<file path="config.mk">
export PLATFORM = sky130hd
export DESIGN_NAME = lfsr_predictor
export DESIGN_NICKNAME = d
export VERILOG_FILES = /design/src/rtl/lfsr_pkg.sv /design/src/rtl/lfsr_stream_checker_predictor.sv
export SDC_FILE = /design/constraint.sdc
export NUM_CORES = 1
export LEC_CHECK = 0
export CAP_MARGIN = 20
export CELL_PAD_IN_SITES_DETAIL_PLACEMENT = 1
export CELL_PAD_IN_SITES_GLOBAL_PLACEMENT = 2
export CORE_AREA = 2 2 39 41
export CTS_CLUSTER_SIZE = 14
export DETAILED_ROUTE_END_ITERATION = 7
export DIE_AREA = 0 0 41 43
export HOLD_SLACK_MARGIN = 0.1
export PLACE_DENSITY = 0.46
export RECOVER_POWER = 50
export SYNTH_ARGS = -nofsm -noshare
export SYNTH_HDL_FRONTEND = slang
export SYNTH_SLANG_ARGS = --single-unit
</file>
<file path="constraint.sdc">
create_clock -name clk -period 0.9 [get_ports clk]
set_input_delay 0.18 -clock clk [delete_from_list [all_inputs] [get_ports clk]]
set_output_delay 0.18 -clock clk [all_outputs]
set_load 0.01 [all_outputs]
</file>
<file path="src/rtl/lfsr_pkg.sv">
// lfsr_pkg: shared definitions for the 4-bit XNOR LFSR stream checker family.
// State encoding, history tap positions, stream period and the reference
// sequence (bit i of LFSR_REF_SEQ is stream bit s[i]).
package lfsr_pkg;

    localparam int LFSR_W      = 4;
    localparam int TAP_A       = 3;
    localparam int TAP_B       = 2;
    localparam int LFSR_PERIOD = 15;

    typedef enum logic [1:0] {
        ST_HUNT = 2'd0,
        ST_SYNC = 2'd1,
        ST_LOCK = 2'd2
    } chk_state_e;

    // s[0..14] = 0,1,1,1,0,1,1,0,0,1,0,1,0,0,0 (LSB is s[0])
    localparam logic [LFSR_PERIOD-1:0] LFSR_REF_SEQ = 15'b000101001101110;

    // Next stream bit from the history: s[n] = ~(s[n-4] ^ s[n-3]).
    function automatic logic lfsr_next(input logic [LFSR_W-1:0] hist);
        return ~(hist[TAP_A] ^ hist[TAP_B]);
    endfunction

endpackage

</file>
<file path="src/rtl/lfsr_stream_checker_predictor.sv">
// lfsr_predictor: 4-bit receive history shift register with XNOR next-bit
// prediction. hist[0] is the newest bit, hist[3] the oldest. Also flags the
// all-ones history, which is the XNOR lock-up pattern.
module lfsr_predictor
    import lfsr_pkg::*;
(
    input  logic clk,
    input  logic clr,
    input  logic shift_en,
    input  logic din,
    output logic match,
    output logic hist_ones
);

    logic [LFSR_W-1:0] hist_d;
    logic [LFSR_W-1:0] hist_q;
    logic              pred;

    // Shift in every qualified bit so the history always re-seeds from the line.
    always_comb begin
        hist_d = hist_q;
        if (shift_en) begin
            hist_d = {hist_q[LFSR_W-2:0], din};
        end
    end

    // History register, cleared asynchronously.
    always_ff @(posedge clk or posedge clr) begin
        if (clr) begin
            hist_q <= '0;
        end else begin
            hist_q <= hist_d;
        end
    end

    assign pred      = lfsr_next(hist_q);
    assign match     = (din == pred);
    assign hist_ones = &hist_q;

endmodule

</file>
After elaboration in Yosys (flattened, before gate mapping)
Index checks and enable logic that the tools add are counted. Widths: inputs -> output; s select.

Equality and inequality tests: 1. Bitwise logic cells: 2. Reduce and logical (&&, ||, !) cells: 1.

Operator list (count): $reduce_and 4->1 (1); $eq 1x1->1 (1); $not 1->1 (1); $xor 1x1->1 (1).

Output and inout bits: 2. Register bits: 4. Logic and storage cells: 5.

Depth between registers and ports, before layout
Gate-level depths: netlist (run 1).

Word-level depth: 3. Mapped depth: 2.

Worst setup path after synthesis (run 1)
Ideal clock, no wire load.

Path kind: register -> output. From: reg hist_q[2]. To: out match. Path buffers: 0. Slack: -163 ps. Arrival: 883 ps. Cell stages (with the launch flop): 3. Data required time: 720 ps. Cell sequence: dfrtp_1 ha_1 xor2_1.

Longest elaborated chain between the ends: 3.

Ends and longest elaborated chain: start, declared (RTL line lfsr_stream_checker_predictor.sv:16) `logic [LFSR_W-1:0] hist_q;`; start signal, assigned (RTL line lfsr_stream_checker_predictor.sv:32) `hist_q <= hist_d;`; $xor 1x1->1 (RTL line lfsr_pkg.sv:22) `return ~(hist[TAP_A] ^ hist[TAP_B]);`; $not 1->1 (RTL line lfsr_pkg.sv:22); $eq 1x1->1 (RTL line lfsr_stream_checker_predictor.sv:37) `assign match = (din == pred);`; end, declared (RTL line lfsr_stream_checker_predictor.sv:11) `output logic match,`.

No other way between the ends.

Worst setup path in the final report (run 1)
From: reg hist_q[3]. To: out match.

The elaborated chain is that of the path after synthesis.

==> flow_summary.yaml, run 1 <==
timing:
  hold_ws_ns: 0.268
  setup_ws_ns: -0.445
  setup_viol_count_final: 4
  worstMarginPinSlew_ns: 0.169
  period_needed_ns: 1.35
  slew_headroom_pct: 88.7
  max_clock_freq_mhz: 743
  finClkSkew_ns: 0.00106
  period_share_pct: 149
  finalHoldViolCount: 0
  finalMaxSlewViolations: 0
  rsz0062_at_grt: "true"
global_routing:
  grt_antenna_before_repair: 0
  grt.total_usage_pct: 5.75
  grt_pass1_wl_um: 579
  grt_max_degree: 5
  grt_overflow: 0
  grt_pass1_vias: 156
detailed_routing:
  vias: 126
  first_iter_violations: 0
  routed_via_density: 3.23
  wl_um: 343
  avgRoutedWirePerCell_um: 8.79
  ant_nets: 0
  route.detailed.drc: 0
  drt-pass1-iter-count: 1
clocking:
  clock_path_buffers: 2
  cts_num_sinks: 4
  cts.clk_slew.worst_paths_ns: 0.04
  clk_latency_ns: 0.23
  cts_buffers: 3
  cts_max_level: 1
  cts_root_buf: "clkbuf_4"
  post-cts-setup-buffer-count: 0
  cts_tree: "built"
  hold_buffers: 0
worst_setup_path:
  rr_worst_depth: 2
  critPathRequiredTime_ns: 0.72
  reg2reg_from: "hist_q[2]"
  critPathKind: "reg -> out"
  critPathMaxFanout: 2
  worstSetupEndpointType: "primary output"
  reg2reg_slack_ns: -0.02
  r2r-end: "hist_q[3]"
  startpoint_type: "flop"
  cp.arrival_ns: 1.17
final_layout:
  fillers: 160
  drive_above_1_share_pct: 65.2
  fin_cells: 39
  reg.largest.list: "hist_q x4"
  fin_nets: 30
  final_cell_area_um2: 315
  largest_reg_flops: 4
  top_register: "hist_q"
  syn_to_final_growth_pct: 78.7
  antenna_cells: 0
logic_synthesis:
  synth_fp_nets: 17
  syn_area_um2: 176
  ys_seq_elements: 4
  yosysWarnings: 0
  syn_inst: 12
  ys_types: 6
  syn_area_per_cell_um2: 14.7
  seq_area_frac_synth_pct: 56.7
pwr:
  p_int_w: 0.000492
  p_seq_share_pct: 36.0
  ir_worst_vdd_v: 0.000361
  power_w: 0.000662
  clock_power_share_pct: 33.2
  p_leak_nw: 0.139
  p_comb_share_pct: 30.8
  power_density_nw_per_um2: 2100
  sw_frac_of_total_pct: 25.7
  power.switching_w: 0.000170
place:
  port_buffers: 5
  dp.cells: 36
  place.gp.congestion: 0.653
  place_area_um2: 282
run:
  maxCapViolCount: 0
die:
  die_h_um: 43
  start_util_pct: 12.7
  core_um2: 1380
  design.portCount: 6
  die_area_um2: 1760
  die_w_um: 41
  num_rows: 14
worst_hold_path:
  hold_path_class: "in -> async"
outcome:
  outcome: "finished, violations left"
  violations: "setup timing"
## power by group through the flow
stage	Sequential (W)	Clock [W]	Combinational (W)
5_1_grt	0.000244	0.000254	0.000223
3_3_place_gp	0.000231	0	0.000207
3_5_place_dp	0.000232	0	0.000212
4_1_cts	0.000240	0.000236	0.000210
2_1_floorplan	0.000229	0	0.0000989
6_report	0.000239	0.000220	0.000204
## per-layer routing
metal / routed length [um] / track usage (%) / part of all wire (%) / vias up
met5: 0 / 0 / 0 / -
met4: 0 / 10.0 / 0 / 0
met3: 27 / 1.57 / 7.9 / 0
met2: 203 / 7.81 / 59 / 4
met1: 112 / 4.56 / 33 / 58
li1: - / - / - / 64
## what timing repair did
action	4_1_cts	5_1_grt
endpoints found under the hold margin	0	0
pin swaps	1	0
gates resized for setup	11	1
endpoints found under the setup margin	6	5
## worst max-delay path by stage
stage                       end      start  slack, ns
after global routing      match  hist_q[3]      -0.51
after CTS                 match  hist_q[3]      -0.48
final                     match  hist_q[3]      -0.45
after global placement    match        din      -0.65
after detailed placement  match        din      -0.66
after floorplan           match  hist_q[2]      -0.14
## cells in the mapped netlist
master / number / area, um2
dfrtp_1: 4 / 100
xor2_1: 1 / 8.76
ha_1: 1 / 12.5
and3_1: 1 / 6.26
inv_1: 1 / 3.75
mux2_2: 4 / 45.0
## placed cells by master (no fill, tap or decap), drive strengths merged
cell type / count
buf: 5
mux2: 4
ha: 1
clkdlybuf4s50: 1
clkbuf: 3
and3: 1
xor2: 1
inv: 1
dlygate4sd3: 1
dfrtp: 4
dlygate4sd2: 1
## metrics by stage
step	util (%)	TNS, ns	setup WS, ns
2_1_floorplan	-	-0.145	-0.137
3_3_place_gp	20.3	-2.39	-0.652
3_5_place_dp	20.3	-2.42	-0.660
4_1_cts	22.5	-0.864	-0.477
5_1_grt	22.8	-0.952	-0.509
6_report	22.8	-0.799	-0.445
## kinds of logic after synthesis
kind of cell               after synthesis  synth area share [%]
xor gates and xnor gates                 1                  4.97
DFF                                      4                  56.7
and+or+nand+nor                          1                  3.55
muxes                                    4                  25.5
adders and majority gates                1                  7.09
buffers and inverters                    1                  2.13
## area by class of cell
cell class	count	area [um2]	area share, %
Sequential cell	4	100	31.7
Multi-Input combinational cell	7	97.6	31.0
Timing Repair Buffer	8	71.3	22.6
Clock buffer	3	22.5	7.14
Tap cell	16	20.0	6.35
Inverter	1	3.75	1.19
## critical path, cell delays in order (launching register included)
cell	delay [ns]
dfrtp_1	0.40
ha_4	0.29
xor2_2	0.11
buf_2	0.14
(Power assumes the default switching activity.)
==> inputs of run 2 (changes only) <==
--- a/config.mk
+++ b/config.mk
@@ -5,13 +5,14 @@
 export SDC_FILE = /design/constraint.sdc
 export NUM_CORES = 1
 export LEC_CHECK = 0
+export ABC_AREA = 1
 export CAP_MARGIN = 20
 export CELL_PAD_IN_SITES_DETAIL_PLACEMENT = 1
-export CELL_PAD_IN_SITES_GLOBAL_PLACEMENT = 2
-export CORE_AREA = 2 2 39 41
+export CELL_PAD_IN_SITES_GLOBAL_PLACEMENT = 1
+export CORE_AREA = 8 8 45 47
 export CTS_CLUSTER_SIZE = 14
 export DETAILED_ROUTE_END_ITERATION = 7
-export DIE_AREA = 0 0 41 43
+export DIE_AREA = 0 0 53 55
 export HOLD_SLACK_MARGIN = 0.1
 export PLACE_DENSITY = 0.46
 export RECOVER_POWER = 50
==> run 2 against run 1 <==
The run still ends with setup timing left. Global-route usage decreased by 0.77 points. Largest cell class unchanged. Synthesized cell count increased by 130%. Clock-buffer cell count unchanged. Sequential share of layout area decreased by 0.74 points. Cell area increased by 2.4%. Wire length increased by 53%. Via count increased by 63%. First-iteration DRC count unchanged. Area after synthesis increased by 11%. Utilization increased by 0.54 points.
==> flow_summary.yaml, run 2 <==
final_layout:
  antenna_cells: 0
  top_register: "hist_q"
  regArea_um2: 100
  fillers: 170
  final_cell_mix: "15 x nand2_1, 4 x inv_1, 4 x dfrtp_1, 4 x buf_4, 3 x clkbuf_4"
  final_util_pct: 23.3
  syn_to_final_growth_pct: 65.4
  multiInputGateArea_um2: 78.8
  reg.largest.list: "hist_q x4"
  layout_commonest_cell: "nand2_1"
  drive_above_1_share_pct: 28.2
  fin_cells: 55
  fin_nets: 46
  largest_reg_flops: 4
global_routing:
  grt_antenna_before_repair: 0
  grt_max_degree: 6
  grt.busiest_layer: "met4"
  grt.total_usage_pct: 4.98
  met3_usage_pct: 2.41
  grt_pass1_vias: 249
  globalRouteMet1Util_pct: 3.82
  met2_usage_pct: 7.62
  grt_pass1_wl_um: 966
  grt_overflow: 0
die:
  core_um2: 1380
  die_area_um2: 2920
  die_w_um: 53
  start_util_pct: 14.1
  design.portCount: 6
  die_h_um: 55
  num_rows: 14
clocking:
  cts_num_sinks: 4
  cts_root_buf: "clkbuf_4"
  cts_max_level: 1
  cts_buffers: 3
  clk_latency_ns: 0.23
  hold_buffers: 0
  cts_tree: "built"
  clock_path_buffers: 2
  cts.clk_slew.worst_paths_ns: 0.03
logic_synthesis:
  synth_xor_area_share_pct: 0
  synth_most_common_cell: "nand2_1"
  synth_commonest_cells: "16 x nand2_1, 4 x dfrtp_1, 4 x inv_1"
  synth_fa_ha_area_share_pct: 6.41
  syn_area_per_cell_um2: 7.23
  yosysTopAreaCell: "dfrtp_1"
  synth_top_cells_by_area: "dfrtp_1 51%, nand2_1 31%, inv_1 7.7%, ha_1 6.4%, inv_2 1.9%"
  synthSimpleGateAreaFrac_pct: 32.7
  muxShareOfSynthArea_pct: 0
  syn_area_um2: 195
  synth_edf_count: 0
  ys_types: 6
  synth_async_sr_flop_share_pct: 100
  ys_seq_elements: 4
  ys.flop_type: "dfrtp_1"
  seq_area_frac_synth_pct: 51.3
  yosysWarnings: 0
  synth-compound-area-share_pct: 0
  syn_inst: 27
  synth_top_area_share_pct: 51.3
  synth_top_family_by_area: "simple AND/OR/NAND/NOR gates"
  synth_fp_nets: 32
timing:
  finalHoldViolCount: 0
  finClkSkew_ns: 0.000728
  period_needed_ns: 1.36
  rsz0062_at_grt: "true"
  setup_viol_count_final: 2
  worstMarginPinSlew_ns: 0.205
  slew_headroom_pct: 86.3
  finalMaxSlewViolations: 0
  period_share_pct: 151
  setup_ws_ns: -0.463
  max_clock_freq_mhz: 734
worst_setup_path:
  cp.arrival_ns: 1.18
  rr_worst_depth: 3
  crit_chain: "ha_1 > inv_1 > nand2_1 > nand2_2 > buf_6"
  critical_path_buf_inv_count: 2
  critPathRequiredTime_ns: 0.72
  r2r-end: "hist_q[3]"
  startpoint_type: "flop"
  worstSetupEndpointType: "primary output"
  crit_slowest_cell: "dfrtp_1"
  critPathKind: "reg -> out"
  cp_top_family: "flip-flops"
  reg2reg_from: "hist_q[2]"
  max_stage_delay_ns: 0.37
  reg2reg_slack_ns: 0.16
  critPathMaxFanout: 2
detailed_routing:
  avgRoutedWirePerCell_um: 9.53
  routed_via_density: 3.73
  vias: 205
  route.detailed.drc: 0
  drt-pass1-iter-count: 1
  ant_nets: 0
  first_iter_violations: 0
  wl_um: 524
place:
  dp.cells: 51
  port_buffers: 5
  place.gp.congestion: 0.684
  hpwlAfterDp_um: 464
pwr:
  p_leak_nw: 0.180
  ir_worst_vdd_v: 0.000586
  power_density_nw_per_um2: 1760
outcome:
  violations: "setup timing"
  outcome: "finished, violations left"
run:
  maxCapViolCount: 0
worst_hold_path:
  hold_path_class: "in -> async"
-- run 2: cell count changes in the layout (fill, tap and decap cells not counted), sizes merged --
| cell | before | now |
|---|---|---|
| mux2 | 4 | 0 |
| dlygate4sd2 | 1 | 0 |
| nor2 | 0 | 1 |
| nand2 | 0 | 16 |
| inv | 1 | 5 |
| and3 | 1 | 0 |
| clkdlybuf4s15 | 0 | 1 |
| xor2 | 1 | 0 |
| clkdlybuf4s50 | 1 | 2 |
-- run 2: routing by layer --
metal / part of all wire, % / up-vias
li1: - / 102
met3: 6.3 / 2
met5: 0 / -
met1: 37 / 96
met2: 52 / 5
met4: 3.6 / 0
-- run 2: cell families after synthesis --
family / count (synthesis)
DFF: 4
buffers and inverters: 5
and+or+nand+nor: 17
adders and majority gates: 1
-- run 2: cell type report --
class	instances	share of cell area [%]
sequential	4	31.0
timing repair buffer	9	25.6
multi-input combinational	18	24.4
clock buffer	3	6.98
tap	16	6.20
inverter	5	5.81
-- run 2: metrics by stage --
step | instance area [um2] | power, W | setup slack (ns) | hold WS [ns] | setup TNS [ns]
2_1_floorplan | 198 | 0.000275 | -0.100 | -0.0539 | -0.100
3_3_place_gp | 290 | 0.000346 | -0.644 | 0.372 | -1.75
3_5_place_dp | 290 | 0.000355 | -0.672 | 0.384 | -1.82
4_1_cts | 315 | 0.000582 | -0.488 | 0.135 | -0.894
5_1_grt | 323 | 0.000624 | -0.535 | 0.284 | -0.987
6_report | 323 | 0.000569 | -0.463 | 0.274 | -0.851
-- run 2: worst reg2reg max path, delay by kind of cell, from the launching register on --
kind                   cells  cell delay (ns)
DFF                        1             0.37
buffers and inverters      1             0.14
and+or+nand+nor            2             0.12
-- run 2: worst max path at each step --
| stage | startpoint | to | slack [ns] | cells after the start |
|---|---|---|---|---|
| after CTS | hist_q[2] | match | -0.49 | 5 |
| final | hist_q[3] | match | -0.46 | 5 |
| after global routing | hist_q[3] | match | -0.54 | 5 |
| after floorplan | hist_q[3] | match | -0.10 | 4 |
| after global placement | hist_q[3] | match | -0.64 | 5 |
| after detailed placement | hist_q[3] | match | -0.67 | 5 |
-- run 2: power breakdown --
part	switching, W	internal [W]	total [W]	leakage [nW]
clock	0.0000616	0.000148	0.000210	0.0138
sequential	0.0000112	0.000202	0.000213	0.0504
combinational	0.0000661	0.0000796	0.000146	0.116
-- run 2: repair_timing --
item	4_1_cts	5_1_grt
resized for setup	8	0
pin swaps	1	1
hold endpoints to repair	0	0
setup buffers	0	1
setup endpoints to repair	2	2
==> inputs of run 3 (changes only) <==
==> constraint.sdc (replaced) <==
create_clock -name clk -period 1.2 [get_ports clk]
set_input_delay 0.24 -clock clk [delete_from_list [all_inputs] [get_ports clk]]
set_output_delay 0.24 -clock clk [all_outputs]
set_load 0.01 [all_outputs]
==> run 3 against run 2 <==
The flow still finishes with violations (setup timing). Clock skew rose by 0.0011 ns. Die area did not move. Sequential share of layout area rose by 1.5 points. Via count fell by 4.9%. Critical endpoint unchanged. Cell area fell by 4.7%. Wire length fell by 2.9%. Highest routed layer is now met3.
==> flow_summary.yaml, run 3 (synthesis gave the netlist of run 2 again) <==
die:
  start_util_pct: 14.1
  core_um2: 1380
  die_w_um: 53
  die_h_um: 55
  num_rows: 14
  design.portCount: 6
  die_area_um2: 2920
pwr:
  p_leak_nw: 0.180
  sw_frac_of_total_pct: 25.6
  p_int_w: 0.000312
  ir_worst_vdd_v: 0.000266
  p_seq_share_pct: 38.1
  p_comb_share_pct: 22.5
  power_density_nw_per_um2: 1360
  power.switching_w: 0.000107
  clock_power_share_pct: 39.5
timing:
  max_clock_freq_mhz: 698
  finClkSkew_ns: 0.00181
  setup_ws_ns: -0.232
  hold_ws_ns: 0.331
  finalMaxSlewViolations: 0
  period_share_pct: 119
  rsz0062_at_grt: "true"
  worstMarginPinSlew_ns: 0.198
  setup_viol_count_final: 2
  period_needed_ns: 1.43
  finalHoldViolCount: 0
  slew_headroom_pct: 86.8
place:
  place_area_um2: 288
  place.gp.congestion: 0.637
  dp.cells: 51
  port_buffers: 5
  preCtsSetupSlack_ns: -0.440
  hpwlAfterDp_um: 386
final_layout:
  layout_commonest_cell: "nand2_1"
  antenna_cells: 0
  fin_cells: 55
  syn_to_final_growth_pct: 57.7
  largest_reg_flops: 4
  top_register: "hist_q"
  final_cell_area_um2: 308
  drive_above_1_share_pct: 25.6
  reg.largest.list: "hist_q x4"
  fillers: 182
  fin_nets: 46
  final_cell_mix: "16 x nand2_1, 4 x inv_1, 4 x dfrtp_1, 4 x buf_4, 3 x clkbuf_4"
  final_util_pct: 22.2
  regArea_um2: 100
  multiInputGateArea_um2: 76.3
detailed_routing:
  ant_nets: 0
  wl_um: 509
  route.detailed.drc: 0
  drt-pass1-iter-count: 1
  routed_via_density: 3.55
  avgRoutedWirePerCell_um: 9.25
  first_iter_violations: 0
  vias: 195
worst_setup_path:
  crit_slowest_cell: "dfrtp_1"
  worstSetupEndpointType: "primary output"
  critPathRequiredTime_ns: 0.96
  crit_top_cell: "nand2_1"
  critPathMaxFanout: 2
  crit_chain: "ha_1 > inv_1 > nand2_1 > nand2_1 > buf_2"
  rr_worst_depth: 3
  max_stage_delay_ns: 0.37
  startpoint_type: "flop"
  critPathKind: "reg -> out"
  cp.arrival_ns: 1.19
clocking:
  cts_num_sinks: 4
  cts_buffers: 3
  clock_path_buffers: 2
  hold_buffers: 0
  cts.clk_slew.worst_paths_ns: 0.04
  cts_max_level: 1
  clk_latency_ns: 0.23
  cts_root_buf: "clkbuf_4"
  cts_tree: "built"
run:
  maxCapViolCount: 0
outcome:
  outcome: "finished, violations left"
  violations: "setup timing"
global_routing:
  grt_pass1_vias: 235
  grt_antenna_before_repair: 0
  grt_max_degree: 6
  grt_overflow: 0
  grt_pass1_wl_um: 931
  grt.total_usage_pct: 5.09
worst_hold_path:
  hold_path_class: "in -> async"
[run 3: final timing paths]
kind                       startpoint         to  slack (ns)
max in group asynchronous         clr  hist_q[0]        0.71
min                               clr  hist_q[3]        0.33
max reg2reg                 hist_q[2]  hist_q[2]        0.47
min reg2reg                 hist_q[3]  hist_q[3]        0.57
min in group clk            hist_q[3]  hist_q[3]        0.57
max                         hist_q[3]      match       -0.23
[run 3: area by class of cell]
type	instances	area share, %
clock buffers	3	7.32
repair buffers	9	22.8
inverters	5	6.10
flip-flops and latches	4	32.5
multi-input cells	18	24.8
well taps	16	6.50
[run 3: routing by layer]
| layer | vias to the layer above | wire (um) | global-route usage, % |
|---|---|---|---|
| met5 | - | 0 | 0 |
| met4 | 0 | 0 | 10.3 |
| met3 | 0 | 13 | 1.87 |
| met2 | 3 | 312 | 7.81 |
| met1 | 91 | 183 | 3.36 |
| li1 | 101 | - | - |
[run 3: what timing repair did]
item	in CTS	in global routing
hold endpoints to repair	0	0
pin swaps	2	0
endpoints found under the setup margin	2	2
setup buffers	1	0
resized for setup	8	0
[run 3: through the flow]
stage	TNS, ns	power, W
6_report	-0.272	0.000420
4_1_cts	-0.313	0.000435
2_1_floorplan	0	0.000203
3_3_place_gp	-0.609	0.000258
5_1_grt	-0.421	0.000452
3_5_place_dp	-0.631	0.000260
[run 3: worst max-delay path, delay by kind of cell (launching register included)]
kind                       cells  cell delay, ns
buffers and inverters          2            0.18
and+or+nand+nor                2            0.09
adders and majority gates      1            0.31
DFF                            1            0.37
[run 3: power groups by stage]
stage / sequential [W] / clock (W) / combinational, W
6_report: 0.000160 / 0.000166 / 0.0000944
5_1_grt: 0.000161 / 0.000180 / 0.000110
4_1_cts: 0.000160 / 0.000177 / 0.0000984
3_5_place_dp: 0.000162 / 0 / 0.0000984
3_3_place_gp: 0.000161 / 0 / 0.0000976
2_1_floorplan: 0.000161 / 0 / 0.0000414
